## config.mk

```make
export PLATFORM = sky130hd
export DESIGN_NAME = exc_irq_ctrl
export DESIGN_NICKNAME = d
export VERILOG_FILES = /design/src/rtl/exc_irq_ctrl.sv
export SDC_FILE = /design/constraint.sdc
export NUM_CORES = 1
export LEC_CHECK = 0
export BUFFER_PORTS_ARGS = -buffer_cell sky130_fd_sc_hd__buf_2
export CORE_MARGIN = 5
export CORE_UTILIZATION = 50
export DETAILED_ROUTE_END_ITERATION = 16
export PLACE_DENSITY = 0.81
export SYNTH_ARGS = -nofsm -noshare
export SYNTH_HDL_FRONTEND = slang
export SYNTH_SLANG_ARGS = --single-unit
```

## constraint.sdc

```tcl
create_clock -name clk -period 1.44 [get_ports clk]
set_input_delay 0 -clock clk [delete_from_list [all_inputs] [get_ports clk]]
set_output_delay 0 -clock clk [all_outputs]
set_load 0.02 [all_outputs]
```

## src/rtl/exc_irq_ctrl.sv

```systemverilog
// -----------------------------------------------------------------------------
// exc_irq_ctrl -- exception / interrupt controller for the single-cycle LEGv8
// core.
//
// NUM_IRQ external request lines are synchronised, latched as pending
// (per-channel level or rising-edge mode), masked and priority-selected
// (channel 0 highest). An undefined opcode beats every IRQ. Once the datapath
// has vectored (ExcAck) the controller enters SERVICE. Further requests are
// held off until ERET. An undefined opcode inside the handler raises a sticky
// double fault.
//
// Ports
//   clk          clock
//   reset        synchronous, active-low reset
//   ExtIRQ       asynchronous external requests, one per channel
//   IrqMask      1 = channel may be selected
//   NotAnInstr   decoder: current opcode is invalid
//   ERet         decoder: current instruction is ERET
//   ExcAck       datapath wrote ELR/ESR this cycle
//   Exc          exception request to the datapath (combinational)
//   EStatus      cause: 0000 none, 0001 IRQ, 0010 undefined, 1111 double fault
//   IrqId        winning channel when EStatus = 0001, else 0
//   ExtlAck      one-cycle acknowledge pulse to the serviced channel
//   SavedStatus  EStatus captured at the take
//   InService    handler is active
//   DoubleFault  sticky double-fault flag
// -----------------------------------------------------------------------------
module exc_irq_ctrl #(
  parameter int                 NUM_IRQ     = 4,
  parameter int                 ID_W        = 4,
  parameter logic [NUM_IRQ-1:0] EDGE_MASK   = '0,
  parameter int                 SYNC_STAGES = 2
) (
  input  logic               clk,
  input  logic               reset,
  input  logic [NUM_IRQ-1:0] ExtIRQ,
  input  logic [NUM_IRQ-1:0] IrqMask,
  input  logic               NotAnInstr,
  input  logic               ERet,
  input  logic               ExcAck,
  output logic               Exc,
  output logic [3:0]         EStatus,
  output logic [ID_W-1:0]    IrqId,
  output logic [NUM_IRQ-1:0] ExtlAck,
  output logic [3:0]         SavedStatus,
  output logic               InService,
  output logic               DoubleFault
);

  localparam logic [3:0] ST_NONE   = 4'b0000;
  localparam logic [3:0] ST_IRQ    = 4'b0001;
  localparam logic [3:0] ST_UNDEF  = 4'b0010;
  localparam logic [3:0] ST_DFAULT = 4'b1111;

  typedef enum logic {
    IDLE    = 1'b0,
    SERVICE = 1'b1
  } state_e;

  // Input synchroniser
  logic [NUM_IRQ-1:0] sync_q [SYNC_STAGES];
  logic [NUM_IRQ-1:0] s;
  logic [NUM_IRQ-1:0] s_prev_q;

  // Pending / selection
  logic [NUM_IRQ-1:0] pend_q;
  logic [NUM_IRQ-1:0] pend_d;
  logic [NUM_IRQ-1:0] cand;
  logic [NUM_IRQ-1:0] win_onehot;
  logic [NUM_IRQ-1:0] edge_clr;
  logic [ID_W-1:0]    winner;
  logic               irq_any;
  logic               take_irq;

  // Handler state and registered outputs
  state_e             state_q;
  logic [NUM_IRQ-1:0] ext_ack_q;
  logic [3:0]         saved_q;
  logic               in_service_q;
  logic               dfault_q;

  // ---------------------------------------------------------------------------
  // Synchroniser chain. s_prev_q keeps last cycle's synchronised value for
  // rising-edge detection on edge-mode channels.
  // NOTE: the synchroniser flops are ordinary registers (not a memory), so
  // clearing them on reset is cheap and keeps a stale pre-reset edge from
  // appearing as a fresh request once reset releases.
  // ---------------------------------------------------------------------------
  always_ff @(posedge clk) begin
    if (!reset) begin
      for (int i = 0; i < SYNC_STAGES; i++) sync_q[i] <= '0;
      s_prev_q <= '0;
    end else begin
      // NOTE: non-blocking assignments make every stage sample the value the
      // previous stage held before this edge, which is what forms the chain.
      sync_q[0] <= ExtIRQ;
      for (int i = 1; i < SYNC_STAGES; i++) sync_q[i] <= sync_q[i-1];
      s_prev_q <= s;
    end
  end

  assign s = sync_q[SYNC_STAGES-1];

  // ---------------------------------------------------------------------------
  // Priority select: the lowest set index of the masked pending vector wins.
  // Scanning downwards lets the lowest index overwrite any higher one.
  // NOTE: every variable gets a default before the loop so no path can leave
  // it unassigned, which would otherwise infer a latch.
  // ---------------------------------------------------------------------------
  always_comb begin
    cand       = pend_q & IrqMask;
    winner     = '0;
    win_onehot = '0;
    for (int k = NUM_IRQ - 1; k >= 0; k--) begin
      if (cand[k]) begin
        winner        = ID_W'(k);
        win_onehot    = '0;
        win_onehot[k] = 1'b1;
      end
    end
  end

  assign irq_any = |cand;

  // ---------------------------------------------------------------------------
  // Exception request. Re-evaluated every cycle so that a cause that changes
  // before the ack (e.g. a dropped level line) is the one that gets taken.
  // ---------------------------------------------------------------------------
  always_comb begin
    Exc     = 1'b0;
    EStatus = ST_NONE;
    IrqId   = '0;
    if (reset) begin
      case (state_q)
        IDLE: begin
          if (NotAnInstr) begin
            Exc     = 1'b1;
            EStatus = ST_UNDEF;
          end else if (irq_any) begin
            Exc     = 1'b1;
            EStatus = ST_IRQ;
            IrqId   = winner;
          end
        end
        SERVICE: begin
          if (NotAnInstr) begin
            Exc     = 1'b1;
            EStatus = ST_DFAULT;
          end
        end
        default: ;
      endcase
    end
  end

  // An IRQ take happens when the datapath acks while an IRQ is the cause.
  assign take_irq = (state_q == IDLE) && ExcAck && (EStatus == ST_IRQ);
  assign edge_clr = take_irq ? (win_onehot & EDGE_MASK) : '0;

  // Level channels mirror the synchronised line. Edge channels latch a rising
  // edge and hold it until their own take; a new edge wins over the clear.
  assign pend_d = (EDGE_MASK  & ((s & ~s_prev_q) | (pend_q & ~edge_clr)))
                | (~EDGE_MASK & s);

  always_ff @(posedge clk) begin
    if (!reset) pend_q <= '0;
    else        pend_q <= pend_d;
  end

  // ---------------------------------------------------------------------------
  // Take / service / return state machine with registered outputs.
  // Pending keeps accumulating in SERVICE; selection is simply not offered.
  // ---------------------------------------------------------------------------
  always_ff @(posedge clk) begin
    if (!reset) begin
      state_q      <= IDLE;
      ext_ack_q    <= '0;
      saved_q      <= ST_NONE;
      in_service_q <= 1'b0;
      dfault_q     <= 1'b0;
    end else begin
      ext_ack_q <= '0;
      case (state_q)
        IDLE: begin
          // ExcAck without a request is ignored; ERet has no meaning here.
          if (Exc && ExcAck) begin
            state_q      <= SERVICE;
            saved_q      <= EStatus;
            in_service_q <= 1'b1;
            if (EStatus == ST_IRQ) ext_ack_q <= win_onehot;
          end
        end
        SERVICE: begin
          // A fault inside the handler freezes the state; the core cannot
          // usefully return from a handler that itself faulted.
          if (NotAnInstr) begin
            dfault_q <= 1'b1;
          end else if (ERet) begin
            state_q      <= IDLE;
            in_service_q <= 1'b0;
          end
        end
        default: state_q <= IDLE;
      endcase
    end
  end

  assign ExtlAck     = ext_ack_q;
  assign SavedStatus = saved_q;
  assign InService   = in_service_q;
  assign DoubleFault = dfault_q;

endmodule

```

==> summary.txt <==
Detailed routing
  – Routed WL per cell: about 12 um
  – Via/cell ratio: 4.85
  – Final wirelength: 1730 um
  – Drt pass-1 iters: 4
  – Drt initial violations: 21
  – DR vias: 689
  – Post-route ant nets: 0
  – DRC viols: 0

Place
  – DP HPWL: 1130 um
  – Port-buffer cells: 29
  – Dpl ws: 0.358 ns
  – RD Place Congestion: 0.815

Synth
  – Commonest cells post-synth: 22 x dfxtp_1, 13 x and2_1, 7 x nor2_1
  – Synth cell types: 30
  – Post-synthesis cell count: 83
  – Top cells by area, synth: dfxtp_1 52%, and2_1 9.6%, buf_4 3.6%, nor2_1 3.1%, nor3b_2 3.0%
  – Ys Warns: 0
  – Top-count cell post-synth: dfxtp_1
  – Synth async-reset ratio: 0%
  – Mapped cell area: 845 sq um
  – Sequential fraction of the synthesis area: 52.1%
  – EDFF count, synth: 0
  – Top FF cell, synth: dfxtp_1
  – Post-synth top area cell: dfxtp_1
  – Mean Syn Cell Area: a little over 10 sq um
  – Top-area cell type share of the netlist area: a little over half
  – Synth Register Bits: 22

Worst setup path
  – Most frequent CP cell: buf_2
  – CP Max Fanout: 3
  – Crit path max-delay family: buffers and inverters
  – Slowest stage delay, CP: 0.53 ns
  – Crit path launch: IrqMask[3]
  – Reg2reg start: pend_q[3]$_SDFF_PN0_
  – CP arrival: 1.40 ns
  – CP required: 1.44 ns
  – Crit-path slowest cell: dlygate4sd3_1
  – Crit end category: output pin
  – R2R setup slack: 0.13 ns
  – Worst Reg-to-Reg Cells: 5
  – Crit start category: primary input
  – WS Path Type: primary input to output pin
  – Reg-to-reg endpoint: state_q$_SDFF_PN0_
  – Cell-by-cell trace of the critical path: dlygate4sd3_1, buf_2, a22oi_2, nand3_2, a31o_1, buf_2
  – Buf+Inv Stages, Crit Path: 3

STA
  – Setup Skew: between 0.003 and 0.004 ns
  – Final setup vio count: 0
  – Fmax: 712 MHz
  – Final Hold Violating Endpoints: 0
  – Period utilisation layout: 97.6%
  – Sum Neg Setup Slack: 0 ns
  – Fin worst setup slack: between 0.03 and 0.04 ns
  – Final min period: 1.40 ns
  – Max-slew violation count: 0

Power and ir drop
  – Pleak: 0.559 nW
  – Total internal power: 0.990 mW
  – Switching portion of total power: 21.6%
  – Total power per unit cell area: roughly 1100 nW/um^2
  – VDD IR max: 0.000866 V
  – Net Sw Power: 0.272 mW
  – Part of the power in registers: 50.9%
  – Clock share of power: 36.6%
  – Logic pwr share: between 10% and 20%

Layout
  – # nets final: 140
  – Share of cells above drive strength 1: 40.5%
  – Area grow syn2layout: 38.1%
  – ANT cells: 0

Global route
  – GRT Util Overall: 13.6%
  – Grt ovf: 0
  – First-pass GRT wire length: ~2700 um
  – Vias in the first global route: 611
  – Initial antenna violation count: 0
  – Largest net degree at the start of global routing: 23

Die
  – CORE AREA: roughly 1600 sq um
  – Die H: 51.1 um
  – Row count: 14
  – I/O Pins: 32
  – Die width: around 50 um
  – Die area: 2610 sq um
  – Initial Util: 54.2%

Clock network
  – Clk buf depth: 2
  – CTS tree: done
  – CTS Buf Count: 3
  – Clock root cell: clkbuf_4
  – H-tree levels: 1
  – Sink Count: 22
  – Reg clk slew, reported paths: between 0.1 and 0.15 ns
  – Worst-Skew Late Latency: 0.30 ns

Job
  – Maxcap violations: 0

Min path
  – Hold Crit Class: primary input to register
  – Hold_sp: NotAnInstr
  – Worst Hold End: InService$_SDFFE_PN0P_
  – Hold Path Stages: 3

Status
  – Outcome: complete, no violations
-- sequential cells by signal, indices dropped and copies added (netlist names) --
name and flops:
DoubleFault 1, ExtlAck 4, pend_q 4, InService 1, SavedStatus 3, sync_q 8, state_q 1
-- stage by stage --
step	util, %	hold WS (ns)	total power, mW	cell area [sq um]	cells
final	74.8	0.0605	1.26	1170	142
after global routing	74.8	0.0505	1.33	1170	142
after CTS	71.6	0.0484	1.26	1120	136
after detailed placement	61.7	0.210	0.777	962	122
after global placement	61.7	0.205	0.775	962	122
after floorplan	-	0.127	0.745	848	84
-- placed cells by master (no fill, tap or decap), types with 2 or more instances in the layout --
master,count
a21oi_1,2
and2_1,13
buf_2,27
buf_4,9
clkbuf_4,3
conb_1,2
dfxtp_1,21
dlygate4sd3_1,9
inv_1,2
nand2_1,5
nand2_2,2
nand3_2,2
nor2_1,7
nor3b_2,2
o21ai_1,2
-- kinds of logic after synthesis --
group | synth area share, %
and+or+nand+nor | 30.2
other | 0.444
buffers and inverters | 6.96
DFF | 52.1
AOI/OAI and AO/OA | 10.2
-- layer usage --
metal	vias up	global-route usage (%)	part of all wire, %
met5	-	0	0
met4	0	7.17	1.3
met3	4	4.36	9.2
met2	29	23.0	46
met1	299	15.3	43
li1	357	-	-
-- cell type report --
cell class / count / area [sq um]
sequential: 22 / 444
fill: 108 / 393
multi-input combinational: 53 / 349
timing repair buffer: 45 / 293
clock inverter: 1 / 30.0
clock buffer: 3 / 22.5
tap: 16 / 20.0
inverter: 2 / 7.51
-- power groups by stage --
| stage | combinational (mW) | sequential, mW | clock [mW] |
|---|---|---|---|
| 3_3_place_gp | 0.120 | 0.655 | 0 |
| 3_5_place_dp | 0.121 | 0.657 | 0 |
| 2_1_floorplan | 0.0817 | 0.663 | 0 |
| 5_1_grt | 0.173 | 0.646 | 0.509 |
| 4_1_cts | 0.140 | 0.643 | 0.474 |
| 6_report | 0.158 | 0.643 | 0.462 |
-- how the worst max path moves through the flow --
stage	endpoint	slack, ns	cells past startpoint
floorplan	IrqId[0]	0.42	3
global placement	Exc	0.40	4
detailed placement	IrqId[1]	0.36	4
CTS	Exc	0.007	4
global route	IrqId[1]	-0.03	4
finish	Exc	0.04	6
-- repair_timing --
action | 4_1_cts | 5_1_grt
gates resized for setup | 1 | 3
hold buffers | 10 | 0
buffers inserted | 0 | 7
hold endpoints to repair | 9 | 0
endpoints found under the setup margin | 1 | 5
pin swaps | 0 | 5
-- worst min-delay path, cell delays in order --
cell and delay [ns]:
buf_2 0.16, nor2_1 0.10, a211oi_1 0.07
(Power assumes the default switching activity.)
